[config.mk]
export PLATFORM = sky130hd
export DESIGN_NAME = window_sum_ctrl
export DESIGN_NICKNAME = d
export VERILOG_FILES = /design/src/rtl/window_sum_ctrl.sv
export SDC_FILE = /design/constraint.sdc
export NUM_CORES = 1
export LEC_CHECK = 0
export CORE_MARGIN = 2
export CORE_UTILIZATION = 44
export DETAILED_ROUTE_END_ITERATION = 10
export PLACE_DENSITY = 0.78
export SLEW_MARGIN = 20
export SYNTH_ARGS = -nofsm -noshare
export SYNTH_HDL_FRONTEND = slang
export SYNTH_SLANG_ARGS = --single-unit
[constraint.sdc]
create_clock -name clk -period 2.72 [get_ports clk]
set_input_delay 0.68 -clock clk [delete_from_list [all_inputs] [get_ports clk]]
set_output_delay 0.68 -clock clk [all_outputs]
set_load 0.005 [all_outputs]
[src/rtl/window_sum_ctrl.sv]
// Round-robin two-client RAM write arbiter plus a windowed read-and-sum engine.
// Define WSC_WRITE_BLOCK_EN to hold off writes to window words not yet read by the engine.
module window_sum_ctrl #(
  parameter int ADDR_W  = 6,
  parameter int DATA_W  = 8,
  parameter int WIN_LEN = 10
) (
  input  logic              clk,
  input  logic              rst,
  input  logic              wr0_req,
  input  logic [ADDR_W-1:0] wr0_addr,
  input  logic [DATA_W-1:0] wr0_data,
  output logic              wr0_gnt,
  input  logic              wr1_req,
  input  logic [ADDR_W-1:0] wr1_addr,
  input  logic [DATA_W-1:0] wr1_data,
  output logic              wr1_gnt,
  input  logic              sum_start,
  input  logic [ADDR_W-1:0] sum_base,
  output logic              sum_busy,
  output logic              sum_valid,
  input  logic              sum_ready,
  output logic [DATA_W+3:0] sum_out,
  output logic              ram_we,
  output logic [ADDR_W-1:0] ram_a,
  output logic [DATA_W-1:0] ram_di,
  output logic [ADDR_W-1:0] ram_dpra,
  input  logic [DATA_W-1:0] ram_dpo
);

  localparam int ACC_W = DATA_W + 4;
  localparam int CNT_W = 5;

  typedef enum logic [1:0] {IDLE, ACCUM, HOLD} state_t;

  state_t            state;
  logic [ADDR_W-1:0] base;
  logic [CNT_W-1:0]  cnt;
  logic [ACC_W-1:0]  acc;
  logic              busy_r;
  logic              valid_r;
  logic              ptr;
  logic              blk0, blk1;
  logic              elig0, elig1;
  logic              gnt0, gnt1;

`ifdef WSC_WRITE_BLOCK_EN
  // True when address a sits in the window at an offset the engine has not read yet.
  function automatic logic in_unread(input logic [ADDR_W-1:0] a,
                                     input logic [ADDR_W-1:0] b,
                                     input logic [CNT_W-1:0]  c);
    logic [ADDR_W-1:0] off;
    off = a - b;
    return (32'(off) < 32'(WIN_LEN)) && (32'(off) >= 32'(c));
  endfunction

  always_comb begin
    blk0 = (state == ACCUM) && in_unread(wr0_addr, base, cnt);
    blk1 = (state == ACCUM) && in_unread(wr1_addr, base, cnt);
  end
`else
  assign blk0 = 1'b0;
  assign blk1 = 1'b0;
`endif

  // ptr == 0 favours client 0 when both clients are eligible.
  always_comb begin
    elig0 = wr0_req & ~blk0 & ~rst;
    elig1 = wr1_req & ~blk1 & ~rst;
    gnt0  = elig0 & (~elig1 | ~ptr);
    gnt1  = elig1 & (~elig0 | ptr);
  end

  assign wr0_gnt = gnt0;
  assign wr1_gnt = gnt1;
  assign ram_we  = gnt0 | gnt1;
  assign ram_a   = gnt0 ? wr0_addr : (gnt1 ? wr1_addr : '0);
  assign ram_di  = gnt0 ? wr0_data : (gnt1 ? wr1_data : '0);

  always_ff @(posedge clk or posedge rst) begin
    if (rst) begin
      ptr <= 1'b0;
    end else if (gnt0) begin
      ptr <= 1'b1;
    end else if (gnt1) begin
      ptr <= 1'b0;
    end
  end

  assign ram_dpra  = (state == ACCUM) ? base + ADDR_W'(cnt) : base;
  assign sum_busy  = busy_r;
  assign sum_valid = valid_r;
  assign sum_out   = valid_r ? acc : '0;

  always_ff @(posedge clk or posedge rst) begin
    if (rst) begin
      state   <= IDLE;
      base    <= '0;
      cnt     <= '0;
      acc     <= '0;
      busy_r  <= 1'b0;
      valid_r <= 1'b0;
    end else begin
      case (state)
        IDLE: begin
          if (sum_start) begin
            base   <= sum_base;
            cnt    <= '0;
            acc    <= '0;
            busy_r <= 1'b1;
            state  <= ACCUM;
          end
        end
        ACCUM: begin
          acc <= acc + ACC_W'(ram_dpo);
          cnt <= cnt + CNT_W'(1);
          if (cnt == CNT_W'(WIN_LEN - 1)) begin
            valid_r <= 1'b1;
            state   <= HOLD;
          end
        end
        HOLD: begin
          if (sum_ready) begin
            valid_r <= 1'b0;
            busy_r  <= 1'b0;
            state   <= IDLE;
          end
        end
        default: state <= IDLE;
      endcase
    end
  end

endmodule

Word-level counts from Yosys, hierarchy flattened:

Cells that the tools add are included.

* register bits after elaboration: 28
* input bits: 48
* output and inout port bits: 37
* word-level logic and storage cells: 58

* add/sub/neg operators: 3
* eq/ne operators: 6
* muxes and demuxes: 21
* bitwise logic cells: 11
* reduce and logical (&&, ||, !) cells: 10

Operator list (number)
* 12-bit 2-to-1 mux: 2
* 12-bit case mux with 2 select lines: 1
* 6-bit 2-to-1 mux: 3
* 8-bit 2-to-1 mux: 2
* 12-bit by 8-bit adder with 12-bit output: 1
* 5-bit case mux with 2 select lines: 1
* 3-bit AND reduction: 3
* 2-bit nonzero test: 4
* 6-bit by 5-bit adder with 6-bit output: 1
* 2-bit 2-to-1 mux: 3
* 2-bit case mux with 3 select lines: 1
* 5-bit by 1-bit adder with 5-bit output, second input constant: 1
* 5-bit by 4-bit == test with 1-bit output, second input constant: 1
* 1-bit 2-to-1 mux: 5
* 5-bit 2-to-1 mux: 1
* 1-bit AND: 4
* 2-bit != test, second input constant: 2
* 1-bit NOT: 4
* 1-bit case mux with 2 select lines: 2
* 2-bit AND reduction: 2
* 1-bit bitwise OR: 3
* 2-bit by 1-bit == test with 1-bit output, second input constant: 1
* 2-bit == test, second input constant: 1
* 2-bit zero test: 1
* 2-bit by 1-bit != test with 1-bit output, second input constant: 1

Logic depth before layout (Yosys ltp):

* depth after elaboration: 7
* depth in mapped cells: 6
* mapped depth without buffers: 6

Worst setup path before layout:

Ideal clock, no wire load.

* kind: in2out
* start point: in rst
* end point: out ram_a[3]
* arrival time: 1.674 ns
* required time: 2.040 ns
* slack: 0.366 ns
* cell stages on the path: 4
* path buffers: 1
* cell sequence: inv_2 > o211a_1 > buf_2 > a22o_1

* longest elaborated chain between the ends: 7
* elaborated cells between the ends (all ways): 11
* those cells by class: mux: 2; bitwise: 9

RTL lines
* from (decl): line 9 `input logic rst,`
* 1-bit NOT *: line 68, 69
* 1-bit AND: line 68 `elig0 = wr0_req & ~blk0 & ~rst;`
* 1-bit NOT: line 71 `gnt1 = elig1 & (~elig0 | ptr);`
* 1-bit bitwise OR: line 71
* 1-bit AND *: line 71
* net wr1_gnt: line 17 `output logic wr1_gnt,`
* 6-bit 2-to-1 mux * (2 in a row): line 77 `assign ram_a = gnt0 ? wr0_addr : (gnt1 ? wr1_addr : '0);`
* to (decl): line 25 `output logic [ADDR_W-1:0] ram_a,`

Mark *: on every way through the listed nets, which the timed path passes. The rest lies on a longest branch.

Worst setup path after layout:

* start point: reg base[0]
* end point: out ram_dpra[2]

* longest elaborated chain between the ends: 2

RTL lines
* from (decl): line 37 `logic [ADDR_W-1:0] base;`
* from (signal assigned): line 107 `base <= sum_base;`
* 6-bit by 5-bit adder with 6-bit output: line 90 `assign ram_dpra = (state == ACCUM) ? base + ADDR_W'(cnt) : base;`
* 6-bit 2-to-1 mux: line 90
* to (decl): line 27 `output logic [ADDR_W-1:0] ram_dpra,`

Every way passes these cells.

==> metrics.md <==
| Metric | Value |
|---|---|
| Run status | finished clean |
| Highest metal layer with signal wires | met4 |
| Post-synthesis share of cell area spent on full adders, half adders and majority gates | 10.9% |
| Final sum of negative setup slack | 0 ns |
| TritonCTS clock tree | yes |
| Post-synthesis cell type with the largest combined area | dfrtp_1 |
| Number of nets in the final layout | 405 |
| Post-route met1 wirelength | 2480 µm |
| Worst-case setup margin in the final layout | 0.0434 ns |
| Syn_area_per_cell | 8.77 µm² |
| Final Max Slew Viols | 0 |
| Share of synthesized registers carrying an async set or reset | 100% |
| Initial core utilization | 44.8% |
| Wire length of the first global-routing pass | 9460 µm |
| Clock period minus final worst setup slack | 2.68 ns |
| Floorplan Core Area | 4660 µm² |
| Clock Sinks | 28 |
| Number of H-tree levels | 1 |
| Routed wl met3 | 204 µm |
| Number of buffers inserted during clock tree synthesis | 3 |
| Largest net degree at the start of global routing | 29 |
| Placer congestion estimate | 0.770 |
| Antenna violations before repair | 0 |
| Predominant post-synthesis flop cell | dfrtp_1 |
| Number of global-route vias before repair | 2112 |
| Die Y | 72.9 µm |
| Yosys top cell area share | 33.6% |
| Number of synthesized flops with an enable pin | 0 |
| DRC errors left | 0 |
| Router iterations before antenna repair | 5 |
| Capturing element type of the critical path | output pin |
| Quantity of I/O buffers inserted on ports | 84 |
| Pre-CTS setup slack | -0.292 ns |
| DIE AREA | 5310 µm² |
| Most common library cell in the layout ignoring fill and taps | clkdlybuf4s50_1 |
| Fraction of the yosys area taken by sequential cells | 33.6% |
| Net count after synthesis | 303 |
| Max_slew headroom | 62.0% |
| GRT Overall Usage | 22.4% |
| PD cells | 918 nW/µm² |
| Tcrit/Tclk final | 98.4% |
| CTS Hold Bufs | 0 |
| Setup-violating endpoint count in the final report | 0 |
| Seq cells post-synth | 28 |
| Worst clock skew | 0.00703 ns |
| Start point of the worst min-delay path | acc[11] |
| Largest family of logic cells by synthesized area | simple AND/OR/NAND/NOR gates |
| Commonest cells after routing, fill and taps aside | 62 x clkdlybuf4s50_1, 47 x nand2_1, 27 x dfrtp_1 |
| Total standard cell area after synthesis | 2090 µm² |
| GRT Residual Overflow | 0 |
| Via density per instance | 5.40 |
| IR Drop Worst-Case VDD | 0.753 mV |
| Width of the die | 72.9 µm |
| Static power due to leakage | 0.00157 µW |
| Final antenna diode count | 0 |
| Clock Latency Late Sink | 0.28 ns |
| Crit path required time | 2.04 ns |
| Flop2flop setup slack | 0.79 ns |
| Leading post-synthesis cells by cell area | dfrtp_1 34%, ha_1 9.0%, nand2_1 8.5% |
| Synth Area in Compound Gates | 22.7% |
| Worst-margin pin slew | 0.568 ns |
| Start-to-end type of the worst setup path | register to output pin |
| Met2 wire length | 2880 µm |
| RSZ-0062 raised after global routing | true |
| Cell at the slowest stage of the critical path | dfrtp_1 |
| Maximum clock insertion buffer count | 2 |
| Total of max-cap violations | 0 |
| Crit path largest cell delay | 0.40 ns |
| Vias | 2121 |
| Synthesized instance count | 238 |
| Reg-to-reg critical path endpoint | acc[6] |
| Synthesized-area fraction occupied by and/or/nand/nor cells | 23.3% |
| Netlist cell types | 46 |
| Clock-pin slew of the registers on the worst-case setup and hold paths | 0.10 ns |
| Clock root cell | clkbuf_8 |
| Routed Antenna Nets | 0 |
| Type of origin of the critical path | register |
| Layout Area Growth over Synthesis | 52.7% |
| HPWL after DPL | 4090 µm |
| Maximum frequency from static timing analysis | 374 MHz |
| Warnings from Yosys | 0 |
| Min-Delay Path Class | register to register |
| Post-synthesis share of cell area spent on xor and xnor gates | 2.52% |
| Reg2reg path depth | 6 |
| Hold endpoint | acc[11] |
| Average detailed-routed wire length per instance | 14.3 µm |
| Worst hold path stage count | 1 |
| Final hold violation count | 0 |
| Data arrival at the endpoint of the critical path | 2.00 ns |
| Dominant cell type by count on the critical path | buf_4 |
| Crit-path max FO | 2 |
| I/O pin count | 85 |
| Filler Cells Inserted | 387 |
| Startpoint of the worst-slack reg-to-reg timing path | acc[0] |
| Iteration-0 DRC count of the detailed router | 92 |
| Crit-path cells | ha_2, fa_2, buf_4, buf_4, xnor2_1, o21ai_1, dlygate4sd2_1 |
| Mux contribution to synthesized area | 2.40% |
| Rows | 25 |
| Fraction of final layout cells with drive strength greater than 1 | 13.0% |
| Total wirelength of the detailed-routed design | 5640 µm |
[final cells by class]
type | count | area [µm²] | area share (%)
inverters | 8 | 30.0 | 0.942
repair buffers | 108 | 1010 | 31.8
clock inverters | 1 | 30.0 | 0.942
well taps | 54 | 67.6 | 2.12
multi-input cells | 191 | 1300 | 40.9
clock buffers | 3 | 41.3 | 1.30
flip-flops and latches | 28 | 702 | 22.0
[repair_timing]
item	4_1_cts	5_1_grt
pin swaps	4	4
gates cloned	1	0
gates resized for setup	27	8
buffers inserted	9	1
hold endpoints to repair	0	0
setup endpoints to repair	20	7
[critical path, delay by kind of cell, from the launching register on]
family,cells,cell delay (ns)
xor gates and xnor gates,1,0.15
buffers and inverters,3,0.53
adders and majority gates,2,0.57
DFF,1,0.40
AOI/OAI and AO/OA,1,0.08
[per-stage QoR]
stage               area (µm²)  hold slack (ns)  power, µW  std cells  utilization [%]
floorplan                 2090            0.437       1870        238                -
global placement          3030            0.459       2530        378             64.9
detailed placement        3030            0.464       2570        378             64.9
CTS                       3180            0.481       2930        392             68.1
global route              3190            0.521       3190        393             68.4
finish                    3190            0.478       2930        393             68.4
[cells in the mapped netlist (2+ instances only)]
library cell / instances
nor3b_1: 4
inv_2: 4
o211ai_1: 2
nor2b_1: 2
inv_1: 4
nand2_1: 47
buf_2: 5
and2_1: 12
nor2_1: 9
o21ai_1: 16
ha_1: 15
clkbuf_1: 3
o21ai_0: 4
or3_1: 2
a21oi_2: 2
nand2b_1: 3
buf_6: 2
nor3_1: 2
nand3_1: 6
xnor2_1: 3
and3_1: 2
dfrtp_1: 28
fa_1: 2
a21o_1: 4
a21oi_1: 10
mux2i_1: 5
xor2_1: 3
a22o_1: 16
a221oi_1: 2
nand4_1: 3
[state kept, by name, indices dropped and copies added (netlist names)]
signal     count
acc           12
sum_valid      1
sum_busy       1
ptr            1
base           6
cnt            5
state          2
[where the power goes]
part	switching (µW)	internal, µW	total (µW)	leakage [µW]
Combinational	859	949	1810	0.00119
Clock	139	197	336	0.0000357
Sequential	185	596	781	0.000346
Total	1180	1740	2930	0.00157
[layer usage]
layer  global-route usage, %  vias to the layer above
met2                    41.2                       51
met3                    3.31                        6
li1                        -                     1052
met4                    5.56                        0
met5                       0                        -
met1                    27.3                     1012
[worst max-delay path by stage]
| stage | startpoint | endpoint | slack [ns] |
|---|---|---|---|
| after floorplan | rst | ram_a[3] | 0.37 |
| after global placement | wr0_req | ram_di[4] | -0.25 |
| after detailed placement | wr0_req | ram_di[7] | -0.29 |
| after CTS | cnt[0] | ram_dpra[4] | 0.005 |
| after global routing | base[0] | ram_dpra[2] | -0.07 |
| final | base[0] | ram_dpra[2] | 0.04 |
[logic make-up after synthesis]
family / Yosys count
compound gates: 65
xor+xnor: 6
fa+ha+maj: 17
buf+inv: 19
flops: 28
mux: 5
simple gates: 98
Power figures use the tool's default switching activity.
